<file path="src/rtl/matvec_pkg.sv">
// Shared types and sizing for the matrix/vector fetch path in front of mat_vec_mult.
package matvec_pkg;

    localparam int DATA_WIDTH = 8;
    localparam int DEPTH      = 8;
    localparam int LINE_W     = DATA_WIDTH * DEPTH;

    typedef logic [LINE_W-1:0] line_t;

    typedef enum logic [2:0] {
        IDLE,
        CLR,
        REQ,
        DRAIN,
        BSER,
        DONE
    } state_t;

endpackage

</file>
<file path="src/rtl/line_serializer.sv">
// Holds one memory line and plays it out one element per cycle, LSB element first.
module line_serializer
    import matvec_pkg::*;
(
    input  logic                  CLOCK_50,
    input  logic                  rst_n,
    input  logic                  load,
    input  line_t                 line,
    input  logic                  go,
    output logic                  valid,
    output logic [DATA_WIDTH-1:0] data,
    output logic                  last
);

    localparam int IDX_W = (DEPTH > 1) ? $clog2(DEPTH) : 1;

    line_t            shreg;
    logic [IDX_W-1:0] idx;
    logic             active;

    // Loading and emitting are separate so the line can be captured well before playback.
    always_ff @(posedge CLOCK_50 or negedge rst_n) begin
        if (!rst_n) begin
            shreg  <= '0;
            idx    <= '0;
            active <= 1'b0;
        end else begin
            if (load) begin
                shreg <= line;
            end
            if (go) begin
                active <= 1'b1;
                idx    <= '0;
            end else if (active) begin
                shreg <= shreg >> DATA_WIDTH;
                idx   <= idx + IDX_W'(1);
                if (idx == IDX_W'(DEPTH - 1)) begin
                    active <= 1'b0;
                end
            end
        end
    end

    assign valid = active;
    assign data  = active ? shreg[DATA_WIDTH-1:0] : '0;
    assign last  = active && (idx == IDX_W'(DEPTH - 1));

endmodule

</file>
<file path="src/rtl/matvec_loader.sv">
// Fetches DEPTH matrix rows plus one vector line over Avalon-MM and feeds the A/B FIFOs.
module matvec_loader
    import matvec_pkg::*;
#(
    parameter int MAX_OUTSTANDING = 4
)
(
    input  logic                  CLOCK_50,
    input  logic                  rst_n,
    input  logic                  start,
    input  logic [31:0]           base_addr,
    output logic [31:0]           address,
    output logic                  read,
    input  logic [LINE_W-1:0]     readdata,
    input  logic                  readdatavalid,
    input  logic                  waitrequest,
    output logic                  clr,
    output logic                  a_wren,
    output logic [LINE_W-1:0]     a_row,
    output logic                  b_wren,
    output logic [DATA_WIDTH-1:0] b_data,
    output logic                  busy,
    output logic                  done,
    output logic                  err
);

    localparam int CNT_W = $clog2(DEPTH + 2);
    localparam int OUT_W = 4;

    state_t           state;
    logic [31:0]      base;
    logic [CNT_W-1:0] req_cnt;
    logic [CNT_W-1:0] resp_cnt;
    logic [OUT_W-1:0] outstanding;

    logic                  accept;
    logic                  beat;
    logic                  b_capture;
    logic                  ser_go;
    logic                  ser_valid;
    logic                  ser_last;
    logic [DATA_WIDTH-1:0] ser_data;

    // read depends only on registered state, so it cannot drop while the slave stalls.
    assign read    = (state == REQ) && (req_cnt <= CNT_W'(DEPTH))
                     && (outstanding < OUT_W'(MAX_OUTSTANDING));
    assign address = read ? base + 32'(req_cnt) : '0;
    assign accept  = read && !waitrequest;

    assign beat      = readdatavalid && ((state == REQ) || (state == DRAIN))
                       && (outstanding != '0);
    assign a_wren    = beat && (resp_cnt < CNT_W'(DEPTH));
    assign a_row     = a_wren ? readdata : '0;
    assign b_capture = beat && (resp_cnt == CNT_W'(DEPTH));
    assign ser_go    = (state == DRAIN) && (resp_cnt == CNT_W'(DEPTH + 1))
                       && (outstanding == '0);

    assign clr    = (state == CLR);
    assign busy   = (state != IDLE) && (state != DONE);
    assign done   = (state == DONE);
    assign b_wren = ser_valid;
    assign b_data = ser_data;

    // Counters update before the state case so an accepted start's clear takes priority.
    always_ff @(posedge CLOCK_50 or negedge rst_n) begin
        if (!rst_n) begin
            state       <= IDLE;
            base        <= '0;
            req_cnt     <= '0;
            resp_cnt    <= '0;
            outstanding <= '0;
            err         <= 1'b0;
        end else begin
            if (readdatavalid && !beat) begin
                err <= 1'b1;
            end
            if (accept) begin
                req_cnt <= req_cnt + CNT_W'(1);
            end
            if (beat) begin
                resp_cnt <= resp_cnt + CNT_W'(1);
            end
            case ({accept, beat})
                2'b10:   outstanding <= outstanding + OUT_W'(1);
                2'b01:   outstanding <= outstanding - OUT_W'(1);
                default: outstanding <= outstanding;
            endcase

            case (state)
                IDLE, DONE: begin
                    if (start) begin
                        base        <= base_addr;
                        err         <= 1'b0;
                        req_cnt     <= '0;
                        resp_cnt    <= '0;
                        outstanding <= '0;
                        state       <= CLR;
                    end
                end
                CLR: begin
                    state <= REQ;
                end
                REQ: begin
                    if (accept && (req_cnt == CNT_W'(DEPTH))) begin
                        state <= DRAIN;
                    end
                end
                DRAIN: begin
                    if (ser_go) begin
                        state <= BSER;
                    end
                end
                BSER: begin
                    if (ser_last) begin
                        state <= DONE;
                    end
                end
                default: begin
                    state <= IDLE;
                end
            endcase
        end
    end

    line_serializer u_ser (
        .CLOCK_50 (CLOCK_50),
        .rst_n    (rst_n),
        .load     (b_capture),
        .line     (readdata),
        .go       (ser_go),
        .valid    (ser_valid),
        .data     (ser_data),
        .last     (ser_last)
    );

endmodule

</file>
<file path="config.mk">
export PLATFORM = sky130hd
export DESIGN_NAME = matvec_loader
export DESIGN_NICKNAME = d
export VERILOG_FILES = /design/src/rtl/matvec_pkg.sv /design/src/rtl/line_serializer.sv /design/src/rtl/matvec_loader.sv
export SDC_FILE = /design/constraint.sdc
export NUM_CORES = 1
export LEC_CHECK = 0
export CORE_MARGIN = 4
export CORE_UTILIZATION = 40
export DETAILED_ROUTE_END_ITERATION = 10
export GPL_ROUTABILITY_DRIVEN = 0
export MAX_ROUTING_LAYER = met4
export PLACE_DENSITY = 0.71
export SKIP_LAST_GASP = 1
export SLEW_MARGIN = 20
export SYNTH_ARGS = -nofsm -noshare
export SYNTH_HDL_FRONTEND = slang
export SYNTH_SLANG_ARGS = --single-unit
</file>
<file path="constraint.sdc">
create_clock -name CLOCK_50 -period 3.25 [get_ports CLOCK_50]
set_input_delay 0.325 -clock CLOCK_50 [delete_from_list [all_inputs] [get_ports CLOCK_50]]
set_output_delay 0.325 -clock CLOCK_50 [all_outputs]
set_load 0.01 [all_outputs]
</file>
* Word-level counts from Yosys, hierarchy flattened
Index checks and enable logic that the tools add are counted.
Widths: inputs -> output; s select.
** Storage, ports and cells
- Register bits :: 116
- Bits of input ports :: 101
- Output and inout bits :: 111
** Operators by class
- Add/subtract/negate cells :: 6
- Magnitude comparators :: 3
- Equal/unequal tests :: 16
- Muxes and demuxes :: 28
- Reductions and logical operators :: 24
** Operators with widths (number)
- $mux 64 :: 4
- $add 32x4->32 :: 1
- $mux 32 :: 1
- $mux 4 :: 8
- $mux 3 :: 6
- $pmux 3 s5 :: 1
- $logic_and 1x1->1 :: 13
- $add 4x1->4 const B :: 3
- $eq 4x4->1 const B :: 3
- $eq 3x3->1 const B :: 3
- $mux 8 :: 1
- $pmux 4 s2 :: 1
- $eq 3x2->1 const B :: 2
- $mux 1 :: 6
- $ne 2x2->1 const B :: 3
- $le 4x4->1 const B :: 1
- $logic_not 4->1 :: 1
- $lt 4x3->1 const B :: 1
- $lt 4x4->1 const B :: 1
- $reduce_and 4->1 :: 1
- $reduce_bool 4->1 :: 1
- $sub 4x1->4 const B :: 1
- $add 3x1->3 const B :: 1
- $eq 3x1->1 const B :: 1
- 11 further kinds :: 12

* Longest topological paths before layout
- Depth after elaboration :: 9
- Gate-level depth with buffers :: 12
- Mapped depth without buffers :: 12

* Modules after synthesis
A second synthesis with hierarchy kept.
** Unflattened totals
- Cells, all modules :: 651
- Area total of the unflattened synthesis :: 7480.9 µm²
** By module, submodules not included
- matvec_loader :: instances 1, cells an instance 418, area each 3748.6 µm², sequential area each 1201.2 µm²
- line_serializer :: instances 1, cells an instance 233, area each 3732.3 µm², sequential area each 1701.6 µm²

* Least setup slack after synthesis
OpenSTA, ideal clock, no wires.
- Kind :: reg2reg
- Start :: register state[2]
- End :: register outstanding[2]
- Setup time :: 0.078 ns
- Data arrival time :: 2.785 ns
- Required time :: 3.172 ns
- Slack :: 0.387 ns
- Cell stages (with the launch flop) :: 12
- Buffers on the path :: 1
- Period minus slack after synthesis :: 2.863 ns
- Cells stage by stage :: dfrtp_1 -> buf_2 -> or4b_4 -> a2111oi_2 -> inv_1 -> ha_1 -> xor2_1 -> ha_1 -> a21oi_1 -> xor2_1 -> or3_1 -> a21oi_1
** Between the ends
- Word-level cells in the longest chain between the ends :: 8
- Elaborated cells on any way between the ends :: 16
** Ends and longest elaborated chain
- start, declared :: line matvec_loader.sv:30 : state_t state;
- start signal, assigned :: line matvec_loader.sv:67 : state <= IDLE;
- start signal, assigned :: line matvec_loader.sv:97 : state <= CLR;
- start signal, assigned :: line matvec_loader.sv:101 : state <= REQ;
- $eq 3x2->1 (on tied branches) :: line matvec_loader.sv:45, matvec_loader.sv:50
- $logic_or 1x1->1 / $logic_and 1x1->1 (equally long branches) :: line matvec_loader.sv:50, matvec_loader.sv:45
- $logic_and 1x1->1 (on tied branches) :: line matvec_loader.sv:50, matvec_loader.sv:46
- $logic_and 1x1->1 (on tied branches) :: line matvec_loader.sv:51, matvec_loader.sv:48
- $eq 2x1->1 / $eq 2x2->1 (equally long branches) :: line matvec_loader.sv:83 : case ({accept, beat})
- $pmux 4 s2 :: line matvec_loader.sv:83
- $mux 4 :: line matvec_loader.sv:91 : if (start) begin
- $mux 4 (*) :: line matvec_loader.sv:89 : case (state)
- end signal, assigned :: line matvec_loader.sv:84 : 2'b10: outstanding <= outstanding + OUT_W'(1);
- end signal, assigned :: line matvec_loader.sv:85 : 2'b01: outstanding <= outstanding - OUT_W'(1);
- end signal, assigned :: line matvec_loader.sv:86 : default: outstanding <= outstanding;
- end, declared :: line matvec_loader.sv:34 : logic [OUT_W-1:0] outstanding;
Every way passes the cells marked *; elsewhere a longest branch is shown, timed or not.
A chain may end at the register's enable or synchronous reset.

* Final worst setup path
- Start :: register base[19]
- End :: output address[24]
** Between the ends
- Word-level cells in the longest chain between the ends :: 2
** Ends and longest elaborated chain
- start, declared :: line matvec_loader.sv:31 : logic [31:0] base;
- start signal, assigned :: line matvec_loader.sv:92 : base <= base_addr;
- $add 32x4->32 :: line matvec_loader.sv:47 : assign address = read ? base + 32'(req_cnt) : '0;
- $mux 32 :: line matvec_loader.sv:47
- end, declared :: line matvec_loader.sv:12 : output logic [31:0] address,
No other way between the ends.

==> summary by stage <==
Status
The flow ran to the end, and the final reports show no timing, DRC or antenna violations.

Finish
The filler cells instantiated in the layout total 1438. Relative to the synthesized area, the layout overhead comes to 47.7%. The number of nets in the layout is 1073. Cells with a size suffix above 1 make up 10.9% of the layout. The number of standard cells in the layout, taps in and fillers out is 1187.

Drt
After detailed routing, the average wire length per cell comes to 15.6 µm. The wire length after detailed routing is 18600 µm. The via total after detailed routing is 6001. Using the TritonRoute via totals, the vias-per-cell ratio works out to 5.06. The detail route stage leaves a number of antenna-violating nets equal to 0.

Before antenna repair, the detailed router went through 5 iterations. The detailed router finished its first iteration with 405 violations. The detailed-route DRC error count is 0.

Logic synthesis
Sequential elements use 44.6% of the synthesized area. Yosys attributes the largest share of cell area to sky130_fd_sc_hd__dfrtp_1 (45%), sky130_fd_sc_hd__nand2_1 (8.3%), sky130_fd_sc_hd__and2_1 (7.2%), sky130_fd_sc_hd__nor2_1 (5.7%), sky130_fd_sc_hd__a31oi_1 (5.5%). For this run, the number of Yosys warnings is 0. The dominant cell type by area after synthesis is sky130_fd_sc_hd__dfrtp_1. The synthesized design contains 116 register bits. The synthesized area is 6500 µm².

The number of enable-type register cells in the synthesized netlist is 0. After synthesis, the largest area contributor takes up 44.6% of total cell area. The post-synthesis async set-or-reset flop share is 100%.

Dividing the synthesized area by the synthesized cell count gives 8.65 µm². Synthesis instantiated 46 different standard cells from the library. After technology mapping, the gate count stands at 752. The dominant register cell in the synthesized netlist is sky130_fd_sc_hd__dfrtp_1.

The number of nets in the synthesized netlist is 868.

Clock tree
The TritonCTS buffer count is 17. The count of H-tree levels built during CTS is 4. The maximum count of clock buffers along a single path is 2.

The clock root buffer master is sky130_fd_sc_hd__clkbuf_16. The CTS tree is done. Counting every sink on the clock net gives 116. The source-to-sink clock delay at the later pin of the worst-skew pair is 0.41 ns. The register clock-pin slew on the reported worst setup and hold paths is 0.05 ns.

GRT
The initial antenna violation count is 1. Entering global routing, the biggest net connects 66 pins. The all-layer global routing usage is 20.7%. The first global-routing pass estimated 29600 µm of wire. The number of global-route vias before repair came to 5767. For this run the aggregate overflow at the end of global routing stands at 0.

Die
The floorplan die area is 18400 µm². The number of core rows is 46. The die extent in x is 135 µm. The height of the die is 135 µm. In this run the standard cell core region covers 15900 µm².

The initial core utilization is 40.9%. During I/O placement, the number of pins put on the boundary was 212.

Worst setup path
STA puts the critical path data required time at 2.92 ns. The data arrival time at the worst-slack endpoint is 2.88 ns. The reg-to-reg critical path startpoint is outstanding[2]. The end of the worst register-to-register path is outstanding[2]. The worst setup path is launched from a flip-flop. STA classifies the critical path endpoint as an output port.

The start-to-end type of the worst setup path is reg2out. The startpoint of the worst setup timing path is base[19]. Along the worst path, the maximum fanout reaches 6.

Setup slack on the worst reg-to-reg path comes out at 0.36 ns. The number of cells traversed by the worst register-to-register path is 10.

Hold path
The end of the worst hold path is base[4]. In this run the worst hold path is classified as in2reg. The startpoint of the worst hold path is base_addr[4]. The worst hold path cell count is 3.

STA
Setup repair after global routing could not meet its margin everywhere. The final critical-path share of the clock period is 98.7%. The maximum operating frequency is 312 MHz. Setup violations remaining at the end of the flow were counted as 0. The worst setup margin is 0.0435 ns. The setup skew after layout is 0.00939 ns. The remaining max-slew budget at the tightest pin is 51.5%. The slew at the pin with the worst max-slew slack is 0.728 ns. The number of pins exceeding their max-slew limit in the final report came to 0. The worst path needs 3.21 ns of the cycle, external delays included.

The number of hold-slack violations in the final timing report is 0.

Run
The tool flagged a number of max-cap violations equal to 0.

Placement
The number of input and output port buffers inserted is 211. The total instance count after detailed placement is 1150. The HPWL after detailed placement is 13500 µm. Prior to clock tree synthesis, the placed netlist has a worst setup slack of 0.263 ns.

Pwr
The worst-case IR drop observed on VDD is 0.441 mV. Summed over all cells, the static leakage comes to 4.11 nW. For this design the ratio of total power to cell area is 865 nW/µm².
==> cell usage in the layout (no fill, tap or decap), drive strengths merged, types with 5 or more instances in the layout <==
master / instances
and3: 9
dfrtp: 116
nand3: 12
clkbuf: 20
or3: 8
o21ai: 15
and2: 75
nand4: 12
xor2: 23
buf: 23
nand2: 145
clkdlybuf4s50: 201
dlymetal6s2s: 8
mux2: 29
ha: 14
a31oi: 57
a21oi: 26
nor2: 99
inv: 14
xnor2: 9
clkinvlp: 5
==> area by class of cell <==
cell class | instances | area (µm²) | area share, %
multi-input cells | 574 | 3410 | 35.5
flip-flops and latches | 116 | 2910 | 30.3
repair buffers | 234 | 2350 | 24.5
clock buffers | 20 | 457 | 4.76
well taps | 216 | 270 | 2.82
clock inverters | 12 | 155 | 1.62
inverters | 14 | 52.6 | 0.547
diodes | 1 | 2.50 | 0.0261
==> state kept, by name, summed over array words and instances, names as in the netlist <==
name,count
outstanding,4
state,3
resp_cnt,4
u_ser.shreg,64
err,1
base,32
req_cnt,4
u_ser.valid,1
u_ser.idx,3
==> cells by family (layout without fill, tap and decap cells) <==
logic type,after synthesis,count (layout),synth area share (%)
buffers and inverters,62,280,4.31
DFF,116,116,44.6
muxes,33,33,5.64
adders and majority gates,15,15,3.00
and+or+nand+nor,387,387,28.3
other,0,1,0
AOI/OAI and AO/OA,107,107,9.83
xor gates and xnor gates,32,32,4.31
==> synth_stat cells, types with 2 or more instances <==
master / n
sky130_fd_sc_hd__mux2i_1: 4
sky130_fd_sc_hd__a31oi_1: 57
sky130_fd_sc_hd__and4_1: 3
sky130_fd_sc_hd__and3_1: 9
sky130_fd_sc_hd__or3_1: 8
sky130_fd_sc_hd__inv_1: 13
sky130_fd_sc_hd__dfrtp_1: 116
sky130_fd_sc_hd__nor3_1: 3
sky130_fd_sc_hd__o22ai_1: 2
sky130_fd_sc_hd__nor2_1: 99
sky130_fd_sc_hd__nand2_1: 144
sky130_fd_sc_hd__nor2b_1: 3
sky130_fd_sc_hd__a211oi_1: 2
sky130_fd_sc_hd__and3b_1: 2
sky130_fd_sc_hd__nor4_1: 3
sky130_fd_sc_hd__buf_6: 4
sky130_fd_sc_hd__buf_1: 4
sky130_fd_sc_hd__or4_1: 2
sky130_fd_sc_hd__ha_1: 14
sky130_fd_sc_hd__nand2b_1: 3
sky130_fd_sc_hd__and2_1: 75
sky130_fd_sc_hd__clkbuf_1: 26
sky130_fd_sc_hd__o21ai_0: 15
sky130_fd_sc_hd__nand3_1: 12
sky130_fd_sc_hd__xor2_1: 23
sky130_fd_sc_hd__buf_2: 14
sky130_fd_sc_hd__xnor2_1: 9
sky130_fd_sc_hd__a21oi_1: 26
sky130_fd_sc_hd__nand4_1: 12
sky130_fd_sc_hd__mux2_2: 29
==> layer usage <==
metal  part of all wire [%]  global-route usage, %  up-vias
li1                       -                      -     2956
met1                     47                   28.5     2816
met2                     47                   31.8      210
met3                    5.5                   3.94       19
met4                    1.3                   5.49        0
met5                      0                      -        -
==> repair_timing <==
action,4_1_cts,5_1_grt
resized for setup,4,22
endpoints found under the hold margin,23,0
pin swaps,2,4
buffers inserted,1,2
hold buffers,1,0
endpoints found under the setup margin,11,19
==> where the power goes <==
part	switching [W]	leakage, nW	total, W	internal, W
clock	0.000666	0.284	0.00191	0.00124
sequential	0.000644	1.35	0.00281	0.00217
combinational	0.00170	2.47	0.00358	0.00188
total	0.00301	4.11	0.00830	0.00530
==> worst max-delay path by stage <==
stage	to	slack [ns]	depth (start not counted)
4_1_cts	address[26]	-0.03	7
2_1_floorplan	outstanding[2]	0.39	11
5_1_grt	address[30]	-0.11	8
3_3_place_gp	address[26]	0.35	8
6_report	address[24]	0.04	6
3_5_place_dp	address[26]	0.26	8
==> worst max-delay path: stages (launching register included) <==
cell                              delay [ns]
sky130_fd_sc_hd__dfrtp_1                0.47
sky130_fd_sc_hd__nand4_1                0.19
sky130_fd_sc_hd__nor4_2                 0.38
sky130_fd_sc_hd__nand2_1                0.18
sky130_fd_sc_hd__or4_1                  0.54
sky130_fd_sc_hd__a21oi_1                0.17
sky130_fd_sc_hd__clkdlybuf4s50_1        0.55
==> stage by stage <==
step / hold WS, ns / setup TNS, ns / util, % / area, µm² / total power, W
2_1_floorplan: 0.0294 / 0 / - / 6500 / 0.00482
3_3_place_gp: 0.425 / 0 / 55.8 / 8860 / 0.00620
3_5_place_dp: 0.432 / 0 / 55.8 / 8860 / 0.00630
4_1_cts: 0.468 / -0.0267 / 59.8 / 9500 / 0.00827
5_1_grt: 0.494 / -0.307 / 60.4 / 9600 / 0.00894
6_report: 0.483 / 0 / 60.4 / 9600 / 0.00830
Note: power is estimated with default switching activity, not from simulation.
